--- src/rtl/window_cmd_uart_tx.sv ---
// Serialises a display window (x_start, y_start, x_end, y_end) as an 8-byte
// big-endian command packet over a UART 8N1 line for the display controller.
module window_cmd_uart_tx #(
    parameter int CLK_FREQ = 50000000,
    parameter int BAUD     = 115200
) (
    input  logic        clk,
    input  logic        rst_n,
    input  logic        send,
    input  logic [15:0] x_start,
    input  logic [15:0] y_start,
    input  logic [15:0] x_end,
    input  logic [15:0] y_end,
    output logic        busy,
    output logic        done,
    output logic        err,
    output logic        uart_txd
);

    localparam int BAUD_DIV = CLK_FREQ / BAUD;
    localparam int CNT_W    = (BAUD_DIV > 1) ? $clog2(BAUD_DIV) : 1;
    localparam logic [CNT_W-1:0] CNT_LAST = CNT_W'(BAUD_DIV - 1);

    typedef enum logic [1:0] {IDLE, START, DATA, STOP} state_t;

    state_t           state_reg, state_next;
    logic [CNT_W-1:0] baud_cnt_reg, baud_cnt_next;
    logic [2:0]       bit_idx_reg, bit_idx_next;
    logic [2:0]       byte_idx_reg, byte_idx_next;
    logic [63:0]      shadow_reg, shadow_next;
    logic             txd_reg, txd_next;
    logic             busy_reg, busy_next;
    logic             done_reg, done_next;
    logic             err_reg, err_next;

    logic [7:0]       byte_arr [8];
    logic [7:0]       cur_byte;
    logic [2:0]       bit_idx_inc;
    logic             baud_tick;
    logic             window_ok;

    // Byte 0 is the most significant byte of x_start, byte 7 the LSB of y_end.
    generate
        for (genvar gi = 0; gi < 8; gi++) begin : g_byte_sel
            assign byte_arr[gi] = shadow_reg[63 - 8*gi -: 8];
        end
    endgenerate

    assign cur_byte    = byte_arr[byte_idx_reg];
    assign bit_idx_inc = bit_idx_reg + 3'd1;
    assign baud_tick   = (baud_cnt_reg == CNT_LAST);
    assign window_ok   = (x_start <= x_end) && (y_start <= y_end);

    always_ff @(posedge clk or negedge rst_n) begin
        if (!rst_n) begin
            state_reg    <= IDLE;
            baud_cnt_reg <= '0;
            bit_idx_reg  <= '0;
            byte_idx_reg <= '0;
            shadow_reg   <= '0;
            txd_reg      <= 1'b1;
            busy_reg     <= 1'b0;
            done_reg     <= 1'b0;
            err_reg      <= 1'b0;
        end else begin
            state_reg    <= state_next;
            baud_cnt_reg <= baud_cnt_next;
            bit_idx_reg  <= bit_idx_next;
            byte_idx_reg <= byte_idx_next;
            shadow_reg   <= shadow_next;
            txd_reg      <= txd_next;
            busy_reg     <= busy_next;
            done_reg     <= done_next;
            err_reg      <= err_next;
        end
    end

    always_comb begin
        state_next = state_reg;
        unique case (state_reg)
            IDLE:  if (send && window_ok) state_next = START;
            START: if (baud_tick) state_next = DATA;
            DATA:  if (baud_tick && bit_idx_reg == 3'd7) state_next = STOP;
            STOP:  if (baud_tick) state_next = (byte_idx_reg == 3'd7) ? IDLE : START;
            default: state_next = IDLE;
        endcase
    end

    // Line level and bookkeeping are computed one cycle ahead so every output is a flop.
    always_comb begin
        baud_cnt_next = (state_reg == IDLE || baud_tick) ? '0 : baud_cnt_reg + 1'b1;
        bit_idx_next  = bit_idx_reg;
        byte_idx_next = byte_idx_reg;
        shadow_next   = shadow_reg;
        txd_next      = txd_reg;
        busy_next     = busy_reg;
        done_next     = 1'b0;
        err_next      = 1'b0;
        unique case (state_reg)
            IDLE: begin
                txd_next  = 1'b1;
                busy_next = 1'b0;
                if (send) begin
                    if (window_ok) begin
                        shadow_next   = {x_start, y_start, x_end, y_end};
                        txd_next      = 1'b0;
                        busy_next     = 1'b1;
                        bit_idx_next  = '0;
                        byte_idx_next = '0;
                    end else begin
                        err_next = 1'b1;
                    end
                end
            end
            START: begin
                if (baud_tick) begin
                    txd_next     = cur_byte[0];
                    bit_idx_next = '0;
                end
            end
            DATA: begin
                if (baud_tick) begin
                    if (bit_idx_reg == 3'd7) begin
                        txd_next = 1'b1;
                    end else begin
                        bit_idx_next = bit_idx_inc;
                        txd_next     = cur_byte[bit_idx_inc];
                    end
                end
            end
            STOP: begin
                if (baud_tick) begin
                    if (byte_idx_reg == 3'd7) begin
                        txd_next  = 1'b1;
                        busy_next = 1'b0;
                        done_next = 1'b1;
                    end else begin
                        byte_idx_next = byte_idx_reg + 3'd1;
                        txd_next      = 1'b0;
                    end
                end
            end
            default: begin
                txd_next  = 1'b1;
                busy_next = 1'b0;
            end
        endcase
    end

    assign uart_txd = txd_reg;
    assign busy     = busy_reg;
    assign done     = done_reg;
    assign err      = err_reg;

endmodule

--- config.mk ---
export PLATFORM = sky130hd
export DESIGN_NAME = window_cmd_uart_tx
export DESIGN_NICKNAME = d
export VERILOG_FILES = /design/src/rtl/window_cmd_uart_tx.sv
export SDC_FILE = /design/constraint.sdc
export NUM_CORES = 1
export LEC_CHECK = 0
export ABC_AREA = 1
export BUFFER_PORTS_ARGS = -buffer_cell sky130_fd_sc_hd__buf_2
export CAP_MARGIN = 20
export CORE_MARGIN = 2
export CORE_UTILIZATION = 30
export CTS_CLUSTER_DIAMETER = 30
export DETAILED_ROUTE_END_ITERATION = 7
export GPL_TIMING_DRIVEN = 0
export PLACE_DENSITY = 0.49
export SLEW_MARGIN = 0
export SYNTH_ARGS = -nofsm -noshare
export SYNTH_HDL_FRONTEND = slang
export SYNTH_SLANG_ARGS = --single-unit
export TNS_END_PERCENT = 20
--- constraint.sdc ---
create_clock -name clk -period 1.41 [get_ports clk]
set_input_delay 0.2115 -clock clk [delete_from_list [all_inputs] [get_ports clk]]
set_output_delay 0.2115 -clock clk [all_outputs]
set_load 0.1 [all_outputs]
==> results.sh <==
export IMPL_status="finished, violations left"
export IMPL_violations="negative setup slack"
export IMPL_grt_pass1_vias=5042
export IMPL_dp_hpwl_mm=11.8
export IMPL_core_area_sq_um=17400
export IMPL_fillers=1693
export IMPL_portBuffers=70
export IMPL_cts_buffers_inserted=9
export IMPL_tightest_slew_ns=0.580
export IMPL_multi_input_area_sq_um=3440
export IMPL_drtIter0Drc=245
export IMPL_end_kind="flop"
export IMPL_cts_clk_slew_worst_paths_ns=0.06
export IMPL_fin_tns_setup_ns=-15.76
export IMPL_cts_root_buf="clkbuf_16"
export IMPL_post_route_period_util=1.19
export IMPL_drtAntennaViolNets=0
export IMPL_setup_slack_ns=-0.267
export IMPL_syn_inst=675
export IMPL_fin_skew_ns=0.00612
export IMPL_required_ns=1.70
export IMPL_rsz0062_at_grt="yes"
export IMPL_final_max_slew_viol_count=0
export IMPL_setup_viol=75
export IMPL_largest_reg_flops=64
export IMPL_synth_area_leaders="dfrtp_1, nand2_1, ha_1, o21ai_2, inv_1"
export IMPL_min_path_type="input port to flop"
export IMPL_critPathLaunchType="input port"
export IMPL_ys_ff_latch=85
export IMPL_start_util=0.309
export IMPL_num_nets_final=894
export IMPL_track_usage=0.178
export IMPL_ys_warn_count=0
export IMPL_grt_overflow=0
export IMPL_synth_avg_cell_area_sq_um=7.94
export IMPL_wl_per_cell_um=15.9
export IMPL_drv_cap=0
export IMPL_holdPathStages=3
export IMPL_layout_drive_gt1_share=0.474
export IMPL_area_growth_pct=44.6
export IMPL_yosysTopAreaCellShare=0.392
export IMPL_die_area_sq_um=19000
export IMPL_drt_pass1_iter_count=5
export IMPL_cp_max_fo=10
export IMPL_crit_type="input port to flop"
export IMPL_cp_data_arrival_time_ns=1.96
export IMPL_powerDensity_nw_per_um2=1670
export IMPL_numClockSinks=85
export IMPL_die_x_um=138
export IMPL_vdd_ir_drop_worst_mv=0.867
export IMPL_synth_cell_types=29
export IMPL_die_h_um=138
export IMPL_vias_per_cell=4.74
export IMPL_clockBufferDepth=2
export IMPL_post_route_min_period_ns=1.68
export IMPL_htree_levels=3
export IMPL_whs_ns=0.0955
export IMPL_r2r_slack_ns=-0.25
export IMPL_hold_end="byte_arr[9]$_DFFE_PN0P_"
export IMPL_yosysTopAreaCell="dfrtp_1"
export IMPL_clkLatencyLatePin_ns=0.35
export IMPL_syn_nets=786
export IMPL_final_instance_count_excl_fill=1012
export IMPL_clock_fmax_mhz=596
export IMPL_ys_seq_area_frac=0.397
export IMPL_slew_headroom=0.613
export IMPL_dp_cells=971
export IMPL_grt_max_degree=44
export IMPL_r2r_end="state_reg[0]$_DFFE_PN0P_"
export IMPL_routed_wl_mm=16.1
export IMPL_ff_latch_area_sq_um=2130
export IMPL_finalHoldViolCount=0
export IMPL_synth_area_sq_um=5360
export IMPL_row_count=48
export IMPL_p_leak_uw=0.00375
export IMPL_hold_start="y_end[9]"
export IMPL_drc=0
export IMPL_place_gp_congestion=0.905
export IMPL_antenna_cells=0
export IMPL_antenna_found_initial=0
export IMPL_r2r_cells=11
export IMPL_grt_pass1_wl_mm=25.7
export IMPL_power_uw=13000
export IMPL_r2r_start="baud_cnt_reg[1]$_DFF_PN0_"
export IMPL_cts_tree="done"
export IMPL_ioPinCount=71
export IMPL_via_count=4798
-- cell usage after synthesis --
library cell / count
inv_1: 105
nor2_1: 34
nor4_4: 1
a211oi_1: 1
dfstp_2: 1
nand4_1: 6
buf_6: 12
a21oi_1: 20
dfrtp_1: 84
o21ai_2: 50
o21ai_1: 14
o21ai_0: 7
o21a_1: 1
a21o_1: 1
nand3_1: 61
nand2_2: 9
buf_8: 1
nor3_1: 4
nand3_2: 1
nand4_4: 1
a21oi_2: 5
o211ai_1: 1
buf_2: 10
nor3b_1: 3
or2_2: 1
nor4_1: 1
ha_1: 44
clkbuf_1: 2
nand2_1: 194
-- layout make-up --
class / count / area share
clock buffers: 11 / 0.0326
multi-input cells: 460 / 0.444
plain buffers: 25 / 0.0457
well taps: 225 / 0.0363
repair buffers: 97 / 0.103
flip-flops and latches: 85 / 0.275
clock inverters: 4 / 0.00613
inverters: 105 / 0.0575
-- per-layer routing --
layer	vias to the layer above	routed length (um)	global-route usage
met3	18	749	0.0316
met2	109	7770	0.293
met1	2292	7310	0.238
met5	-	0	0
li1	2379	-	-
met4	0	260	0.0561
-- cells in the final DEF, fill, tap and decap left out, drive strengths merged --
master       instances
a211oi               1
a21o                 1
a21oi               25
buf                116
bufinv               1
clkbuf              16
clkinv               2
clkinvlp             2
dfrtp               84
dfstp                1
dlygate4sd3          1
ha                  44
inv                104
nand2              203
nand3               62
nand4                7
nor2                34
nor3                 4
nor3b                3
nor4                 2
o211ai               1
o21a                 1
o21ai               71
or2                  1
-- worst max-delay path, stage by stage --
cell and delay [ns]:
buf_6 0.07, inv_4 0.03, ha_4 0.27, nand2_4 0.06, nor4_4 0.32, nand3_2 0.13, nand2_4 0.10, nand4_4 0.18
buf_6 0.18, buf_12 0.14, buf_12 0.15, a21oi_2 0.11
-- where the power goes --
| group | switching, uW | leakage [uW] | internal [uW] |
|---|---|---|---|
| Clock | 986 | 0.000147 | 1450 |
| Combinational | 3340 | 0.00254 | 2680 |
| Sequential | 989 | 0.00107 | 3530 |
| Total | 5310 | 0.00375 | 7660 |
-- how the worst max path moves through the flow --
stage / startpoint / end / slack (ns) / depth (start not counted)
detailed placement: y_end[9] / byte_arr[29]$_DFFE_PN0P_ / -0.74 / 13
finish: y_end[15] / byte_arr[40]$_DFFE_PN0P_ / -0.27 / 12
floorplan: y_end[9] / byte_arr[15]$_DFFE_PN0P_ / -0.23 / 11
CTS: x_end[15] / byte_arr[11]$_DFFE_PN0P_ / -0.29 / 13
global route: baud_cnt_reg[1]$_DFF_PN0_ / state_reg[0]$_DFFE_PN0P_ / -0.37 / 11
global placement: y_end[9] / byte_arr[2]$_DFFE_PN0P_ / -0.71 / 13
-- cells by family (layout without fill, tap and decap cells) --
logic type	Yosys count	in the layout	share of synthesized area
AOI/OAI and AO/OA	100	100	0.134
buffers and inverters	130	242	0.112
DFF	85	85	0.397
adders and majority gates	44	44	0.103
and+or+nand+nor	316	316	0.254
-- repair_timing --
item	in CTS	in global routing
cloned	5	3
pin swaps	34	17
setup endpoints to repair	85	84
setup buffers	16	2
resized for setup	167	86
hold buffers	1	0
endpoints found under the hold margin	41	0
-- stage by stage --
step	worst slack (ns)	area, sq um	util
after floorplan	-0.230	5530	-
after detailed placement	-0.744	6190	0.357
final	-0.267	7750	0.447
after global placement	-0.713	6170	0.355
after CTS	-0.292	7350	0.424
after global routing	-0.366	7750	0.447
Power figures use the tool's default switching activity.
